File: config.mk
export PLATFORM = sky130hd
export DESIGN_NAME = pattern_tx_1010_flat
export DESIGN_NICKNAME = d
export VERILOG_FILES = /design/src/rtl/pattern_tx_1010_if.sv /design/src/rtl/pattern_tx_1010.sv /design/src/flat_wrapper.sv
export SDC_FILE = /design/constraint.sdc
export NUM_CORES = 1
export LEC_CHECK = 0
export CORE_MARGIN = 2
export CORE_UTILIZATION = 39
export CTS_CLUSTER_SIZE = 20
export DETAILED_ROUTE_END_ITERATION = 6
export MAX_ROUTING_LAYER = met4
export SLEW_MARGIN = 20
export SYNTH_ARGS = -nofsm -noshare
export SYNTH_HDL_FRONTEND = slang
export SYNTH_SLANG_ARGS = --single-unit
File: constraint.sdc
create_clock -name clk -period 4.7 [get_ports clk]
set_input_delay 0.47 -clock clk [delete_from_list [all_inputs] [get_ports clk]]
set_output_delay 0.47 -clock clk [all_outputs]
set_load 0.1 [all_outputs]
File: src/rtl/pattern_tx_1010_if.sv
// Request/transmit bundle for pattern_tx_1010: request handshake plus serial outputs.
interface pattern_tx_1010_if #(
  parameter int PAT_W = 4,
  parameter int CNT_W = 8
);
  logic             start_valid;
  logic             start_ready;
  logic [PAT_W-1:0] pattern;
  logic [CNT_W-1:0] count;
  logic             q;
  logic             q_valid;
  logic             busy;
  logic             done;

  modport master (
    output start_valid, pattern, count,
    input  start_ready, q, q_valid, busy, done
  );

  modport slave (
    input  start_valid, pattern, count,
    output start_ready, q, q_valid, busy, done
  );
endinterface

File: src/rtl/pattern_tx_1010.sv
// Serial pattern transmitter: shifts a latched pattern out MSB-first, count times,
// with GAP idle cycles between repetitions and a one-cycle done pulse at the end.
module pattern_tx_1010 #(
  parameter int PAT_W = 4,
  parameter int CNT_W = 8,
  parameter int GAP   = 2
) (
  input  logic               clk,
  input  logic               reset,
  pattern_tx_1010_if.slave   bus
);
  localparam int IW = $clog2(PAT_W);
  localparam int GW = (GAP > 1) ? $clog2(GAP) : 1;

  localparam logic [1:0] S_IDLE  = 2'd0;
  localparam logic [1:0] S_SHIFT = 2'd1;
  localparam logic [1:0] S_GAP   = 2'd2;
  localparam logic [1:0] S_DONE  = 2'd3;

  localparam logic [IW-1:0]    IDX_LOAD = IW'(PAT_W - 1);
  localparam logic [GW-1:0]    GAP_LOAD = GW'((GAP > 0) ? (GAP - 1) : 0);
  localparam logic [CNT_W-1:0] CNT_ONE  = CNT_W'(1);
  localparam logic [CNT_W-1:0] CNT_ZERO = CNT_W'(0);

  logic [1:0]       state_r;
  logic [PAT_W-1:0] pat_r;
  logic [CNT_W-1:0] cnt_r;
  logic [IW-1:0]    idx_r;
  logic [GW-1:0]    gap_r;
  logic             q_r;
  logic             q_valid_r;
  logic             busy_r;
  logic             done_r;
  logic             start_ready_s;
  logic             accept_s;

  assign start_ready_s   = (state_r == S_IDLE);
  assign accept_s        = bus.start_valid & start_ready_s;
  assign bus.start_ready = start_ready_s;
  assign bus.q           = q_r;
  assign bus.q_valid     = q_valid_r;
  assign bus.busy        = busy_r;
  assign bus.done        = done_r;

  // Transfer FSM; outputs are registered and set on entry to each state.
  always_ff @(posedge clk or negedge reset) begin
    if (!reset) begin
      state_r   <= S_IDLE;
      pat_r     <= '0;
      cnt_r     <= '0;
      idx_r     <= '0;
      gap_r     <= '0;
      q_r       <= 1'b0;
      q_valid_r <= 1'b0;
      busy_r    <= 1'b0;
      done_r    <= 1'b0;
    end else begin
      case (state_r)
        S_IDLE: begin
          if (accept_s) begin
            pat_r  <= bus.pattern;
            cnt_r  <= bus.count;
            idx_r  <= IDX_LOAD;
            busy_r <= 1'b1;
            if (bus.count == CNT_ZERO) begin
              state_r <= S_DONE;
              done_r  <= 1'b1;
            end else begin
              state_r   <= S_SHIFT;
              q_r       <= bus.pattern[PAT_W-1];
              q_valid_r <= 1'b1;
            end
          end
        end
        S_SHIFT: begin
          if (idx_r == '0) begin
            if (cnt_r == CNT_ONE) begin
              // Last repetition: no trailing gap.
              state_r   <= S_DONE;
              q_r       <= 1'b0;
              q_valid_r <= 1'b0;
              done_r    <= 1'b1;
            end else if (GAP > 0) begin
              state_r   <= S_GAP;
              cnt_r     <= cnt_r - CNT_ONE;
              gap_r     <= GAP_LOAD;
              q_r       <= 1'b0;
              q_valid_r <= 1'b0;
            end else begin
              cnt_r     <= cnt_r - CNT_ONE;
              idx_r     <= IDX_LOAD;
              q_r       <= pat_r[PAT_W-1];
              q_valid_r <= 1'b1;
            end
          end else begin
            idx_r <= idx_r - 1'b1;
            q_r   <= pat_r[idx_r - 1'b1];
          end
        end
        S_GAP: begin
          if (gap_r == '0) begin
            state_r   <= S_SHIFT;
            idx_r     <= IDX_LOAD;
            q_r       <= pat_r[PAT_W-1];
            q_valid_r <= 1'b1;
          end else begin
            gap_r <= gap_r - 1'b1;
          end
        end
        S_DONE: begin
          state_r <= S_IDLE;
          done_r  <= 1'b0;
          busy_r  <= 1'b0;
        end
        default: begin
          state_r   <= S_IDLE;
          q_r       <= 1'b0;
          q_valid_r <= 1'b0;
          busy_r    <= 1'b0;
          done_r    <= 1'b0;
        end
      endcase
    end
  end
endmodule

File: src/flat_wrapper.sv
// flat-port wrapper written by rule: the top's interface ports become plain ports
module pattern_tx_1010_flat 
#(
  parameter int PAT_W = 4,
  parameter int CNT_W = 8,
  parameter int GAP   = 2
)
  (clk, reset, bus_start_valid, bus_pattern, bus_count, bus_start_ready, bus_q, bus_q_valid, bus_busy, bus_done);
  pattern_tx_1010_if #(.PAT_W(PAT_W), .CNT_W(CNT_W)) bus_i ();
  input  logic clk;
  input  logic reset;
  input wire logic [$bits(bus_i.start_valid)-1:0] bus_start_valid;
  input wire logic [$bits(bus_i.pattern)-1:0] bus_pattern;
  input wire logic [$bits(bus_i.count)-1:0] bus_count;
  output wire logic [$bits(bus_i.start_ready)-1:0] bus_start_ready;
  output wire logic [$bits(bus_i.q)-1:0] bus_q;
  output wire logic [$bits(bus_i.q_valid)-1:0] bus_q_valid;
  output wire logic [$bits(bus_i.busy)-1:0] bus_busy;
  output wire logic [$bits(bus_i.done)-1:0] bus_done;
  assign bus_i.start_valid = bus_start_valid;
  assign bus_i.pattern = bus_pattern;
  assign bus_i.count = bus_count;
  assign bus_start_ready = bus_i.start_ready;
  assign bus_q = bus_i.q;
  assign bus_q_valid = bus_i.q_valid;
  assign bus_busy = bus_i.busy;
  assign bus_done = bus_i.done;
  pattern_tx_1010 #(.PAT_W(PAT_W), .CNT_W(CNT_W), .GAP(GAP)) u_core (.clk(clk), .reset(reset), .bus(bus_i));
endmodule
**Yosys cells after proc, flatten, opt, wreduce, memory -nomap -nowiden**

Index checks and enable logic that the tools add are counted.

- $add $sub $neg: 3
- Magnitude comparators: 1
- Eq/ne operators: 12
- Muxes and demuxes: 37
- Bitwise operators: 1
- Reduce and logical (&&, ||, !) cells: 17

Operators with widths:

| operator | number |
|---|---|
| $mux W8 | 3 |
| $mux W1 | 18 |
| $pmux W8 S2 | 1 |
| $mux W2 | 7 |
| $ne A2 B2 Y1 const B | 6 |
| $reduce_and A4 Y1 | 3 |
| $reduce_and A5 Y1 | 2 |
| $pmux W1 S3 | 3 |
| $eq A8 B1 Y1 const B | 1 |
| $logic_not A8 Y1 | 1 |
| $pmux W2 S4 | 1 |
| $sub A8 B1 Y8 const B | 1 |
| $pmux W2 S3 | 1 |
| $reduce_and A3 Y1 | 2 |
| $reduce_bool A2 Y1 | 3 |
| $reduce_bool A3 Y1 | 2 |
| $eq A2 B2 Y1 const B | 2 |
| $logic_not A2 Y1 | 2 |
| $ne A2 B1 Y1 const B | 2 |
| $pmux W1 S2 | 2 |
| $reduce_and A2 Y1 | 2 |
| $lt A2 B3 Y1 const B | 1 |
| $bmux W1 S2 | 1 |
| $eq A2 B1 Y1 const B | 1 |
| 3 further kinds | 3 |

- Register bits after elaboration: 21
- Input bits: 15
- Logic and storage cells: 80

**Logic depth before layout (Yosys ltp)**

- Word-level depth: 5
- Gate-level depth with buffers: 8
- Depth with buffers taken out: 6

**Worst setup path after synthesis**

No wires, ideal clock.

- Path type: register to register
- Start point: register u_core.state_r[0]
- End point: register u_core.q_r, in the netlist u_core.bus.q
- Library setup time: 126 ps
- Arrival time: 2361 ps
- Required time: 4574 ps
- Slack: 2213 ps
- Stages on the path, launching flop included: 9
- Buffers on the path: 2
- Period minus slack after synthesis: 2487 ps
- Path through: dfrtp_1 > inv_1 > ha_1 > clkbuf_8 > nand2_2 > buf_4 > a21oi_1 > o21ai_1 > mux2_2

- Longest elaborated chain between the ends: 4

Ends and longest elaborated chain:

| element | line | RTL |
|---|---|---|
| start, declared | pattern_tx_1010.sv:25 | `logic [1:0] state_r;` |
| start signal, assigned | pattern_tx_1010.sv:48 | `state_r <= S_IDLE;` |
| start signal, assigned | pattern_tx_1010.sv:66 | `state_r <= S_DONE;` |
| start signal, assigned | pattern_tx_1010.sv:69 | `state_r <= S_SHIFT;` |
| $logic_not A2 Y1 * | pattern_tx_1010.sv:37 | `assign start_ready_s = (state_r == S_IDLE);` |
| named net bus_start_ready | flat_wrapper.sv:15 | `output wire logic [$bits(bus_i.start_ready)-1:0] bus_start_ready;` |
| $and A1 B1 Y1 | pattern_tx_1010.sv:38 | `assign accept_s = bus.start_valid & start_ready_s;` |
| $ne A2 B2 Y1 (no source line) | n/a |  |
| $reduce_and A4 Y1 (no source line) | n/a |  |
| end signal, assigned | pattern_tx_1010.sv:70 | `q_r <= bus.pattern[PAT_W-1];` |
| end signal, assigned | pattern_tx_1010.sv:92 | `q_r <= pat_r[PAT_W-1];` |
| end signal, assigned | pattern_tx_1010.sv:97 | `q_r <= pat_r[idx_r - 1'b1];` |
| end, declared | pattern_tx_1010.sv:30 | `logic q_r;` |

The timed path passes the listed nets; every way through them passes the cells marked *.
A chain may end at the register's enable or synchronous reset.

**Worst setup path in the final report**

- Start point: register u_core.state_r[0]
- End point: output port bus_start_ready

- Longest elaborated chain between the ends: 1

Ends and longest elaborated chain:

| element | line |
|---|---|
| $logic_not A2 Y1 | pattern_tx_1010.sv:37 |
| end, declared | flat_wrapper.sv:15 |

No other way between the ends.

==> out/qor.yml <==
status: "completed"
setup_viol_count_final: 0
cts_hold_buf: 0
syn_inst: 143
ys.flop_type: "dfrtp_1"
crit_type: "register to output port"
dp.cells: 203
coreArea_sq_um: 3606
finalInstanceArea_sq_um: 1672
cts_buffers: 3
synth_seq_cells: 21
holdCritPathClass: "register to register"
grt_pass1_wl_mm: 5.816
setup_tns_ps: 0
dp_hpwl_mm: 2.523
yosysSeqAreaShare_pct: 36.65
async_flop_share_pct: 100.0
critPathTopFamily: "buffers and inverters"
synth_edf_count: 0
nNetsFinal: 183
num_antenna_cells: 0
path_cells: "inv_1 > ha_1 > clkdlybuf4s50_1"
syn_area_sq_um: 1434
antenna_found_initial: 0
rsz0062_at_grt: "no"
vias_per_cell: 6.000
drv_slew: 0
peakVddDrop_mv: 0.09179
timing.final.crit_period_ps: 2952
hold_depth: 1
regToRegEndpoint: "u_core.cnt_r[5]"
syn_to_final_growth_pct: 16.58
start_util_pct: 39.76
r2r_slack_ps: 2040
hold_violations: 0
multi_input_area_sq_um: 805.8
crit_slowest_cell: "clkdlybuf4s50_1"
postLayoutCoreUtil_pct: 46.36
crit_arrival_ps: 2480
cts_repair_resize_count: 0
syn_area_per_cell_sq_um: 10.03
drive_above_1_share_pct: 13.84
die_w_um: 64.64
fmax_ghz: 0.3388
num_io_pins: 20
totalWireLength_mm: 3.513
critical_path_buf_inv_count: 2
stdcell_count: 207
netlist-cell-type-count: 48
post_cts_buffers: 0
drt_iter0_markers: 98
vias: 1242
synth.area.top_cells: "dfrtp_1 37%, ha_1 7.0%, mux2i_1 4.9%"
ys_warn_count: 0
grt_usage_pct: 18.32
clock_latency_ps: 260
cts.sinks: 21
drt_first_pass_iters: 4
grt_max_degree: 22
leakage_uw: 0.0006974
die_h_um: 64.64
synthesis.nets: 166
grt_overflow: 0
placed_area_sq_um: 1627
whs_endpoint: "u_core.pat_r[2]"
numPortBuffers: 19
synth_top_area_share_pct: 36.65
clock_path_buffers: 2
clkTransAtPathRegs_ps: 80
ff_latch_area_sq_um: 525.5
crit_path_max_incr_delay_ps: 1220
root_buffer: "clkbuf_8"
reg2regPathDepth: 6
fin_crit_sh_pct: 62.80
fillers: 360
grt_pass1_vias: 1218
skew_ps: 6.756
endpoint_kind: "output port"
drc: 0
required_ps: 4230
power_density_nw_per_um2: 191.1
relSlewSlack_pct: 30.83
synth_area_leader_cell: "dfrtp_1"
htreeDepth: 1
worst_slew_pin_slew_ps: 1034
hold_start: "u_core.pat_r[2]"
design.die.area_sq_um: 4178
post_drt_wl_per_cell_um: 16.97
cts_tree: "done"
r2r-start: "u_core.state_r[1]"
worst_setup_path_start_kind: "register"
rows: 22
path_max_fanout: 11
gp_congestion: 0.8766
max_cap_violations: 0
ant_nets: 0
-- power by group --
part / leakage [uW] / internal (uW) / switching (uW) / total, uW
Combinational: 0.000438 / 10.9 / 8.25 / 19.2
Sequential: 0.000237 / 181 / 0 / 181
Clock: 0.0000228 / 60.4 / 59.5 / 120
Total: 0.000697 / 252 / 67.7 / 319
-- per-stage QoR --
step | hold WS [ps] | setup WS [ps] | total power, uW
CTS | 515.4 | 1763 | 322.8
detailed placement | 493.0 | 2062 | 203.4
global placement | 492.8 | 2121 | 203.3
finish | 514.6 | 1748 | 319.5
global route | 539.9 | 1674 | 332.5
floorplan | 174.4 | 2213 | 185.2
-- layout make-up --
cell class | count | area share (%)
clock buffers | 4 | 2.695
well taps | 48 | 3.593
inverters | 12 | 2.695
multi-input cells | 103 | 48.20
repair buffers | 19 | 11.38
flip-flops and latches | 21 | 31.44
-- registers in the layout, indices dropped and copies added, names as in the netlist --
register / flops
u_core.bus.busy: 1
u_core.bus.done: 1
u_core.bus.q: 1
u_core.bus.q_valid: 1
u_core.cnt_r: 8
u_core.gap_r: 1
u_core.idx_r: 2
u_core.pat_r: 4
u_core.state_r: 2
-- layer usage --
metal  vias up  part of all wire [%]  GRT usage [%]
met5         -                     0              -
met4         0                  0.63          4.521
met3         4                   6.6          3.819
met2        48                    50          30.73
met1       615                    42          22.72
li1        575                     -              -
-- cell usage in the layout (no fill, tap or decap), types with 3 or more instances in the layout --
cell,instances
nand4_1,3
o21ai_0,3
mux2i_1,7
a21oi_1,8
mux2_2,5
ha_1,8
nor3_1,4
nand3_1,4
clkdlybuf4s50_1,19
inv_1,11
nand2b_1,3
nand2_1,6
clkbuf_8,3
dfrtp_1,21
nor2_1,7
o32ai_1,4
a311oi_1,3
a211oi_1,3
-- kinds of logic after synthesis --
family / Yosys count / synth area share [%]
and+or+nand+nor: 44 / 19.81
DFF: 21 / 36.65
AOI/OAI and AO/OA: 39 / 20.59
muxes: 12 / 8.813
buffers and inverters: 19 / 7.155
adders and majority gates: 8 / 6.981
-- worst max-delay path by stage --
stage,start,endpoint,slack [ps],depth (start not counted)
floorplan,u_core.state_r[0],u_core.bus.q,2210,8
global placement,u_core.state_r[0],bus_start_ready,2120,3
detailed placement,u_core.state_r[0],bus_start_ready,2060,3
CTS,u_core.state_r[0],bus_start_ready,1760,3
global route,u_core.state_r[0],bus_start_ready,1670,3
finish,u_core.state_r[0],bus_start_ready,1750,3
-- synthesized netlist by cell type (all sizes together) (2+ instances only) --
library cell,number
a2bb2oi,2
mux2i,7
nand2,7
clkbuf,2
nand4,3
o32ai,4
nand2b,3
mux2,5
nor3,4
nor4,3
o21ai,7
nand3,5
buf,5
a211oi,3
a21oi,8
nor2,7
inv,11
nor3b,2
a311oi,3
dfrtp,21
and3,3
nand4b,2
ha,8
or3b,2
-- worst register-to-register path: cells and delay by family (launching register included) --
family	cells	cell delay, ps
buffers and inverters	2	640
AOI/OAI and AO/OA	3	820
adders and majority gates	1	660
DFF	1	420
Note: power is estimated with default switching activity, not from simulation.
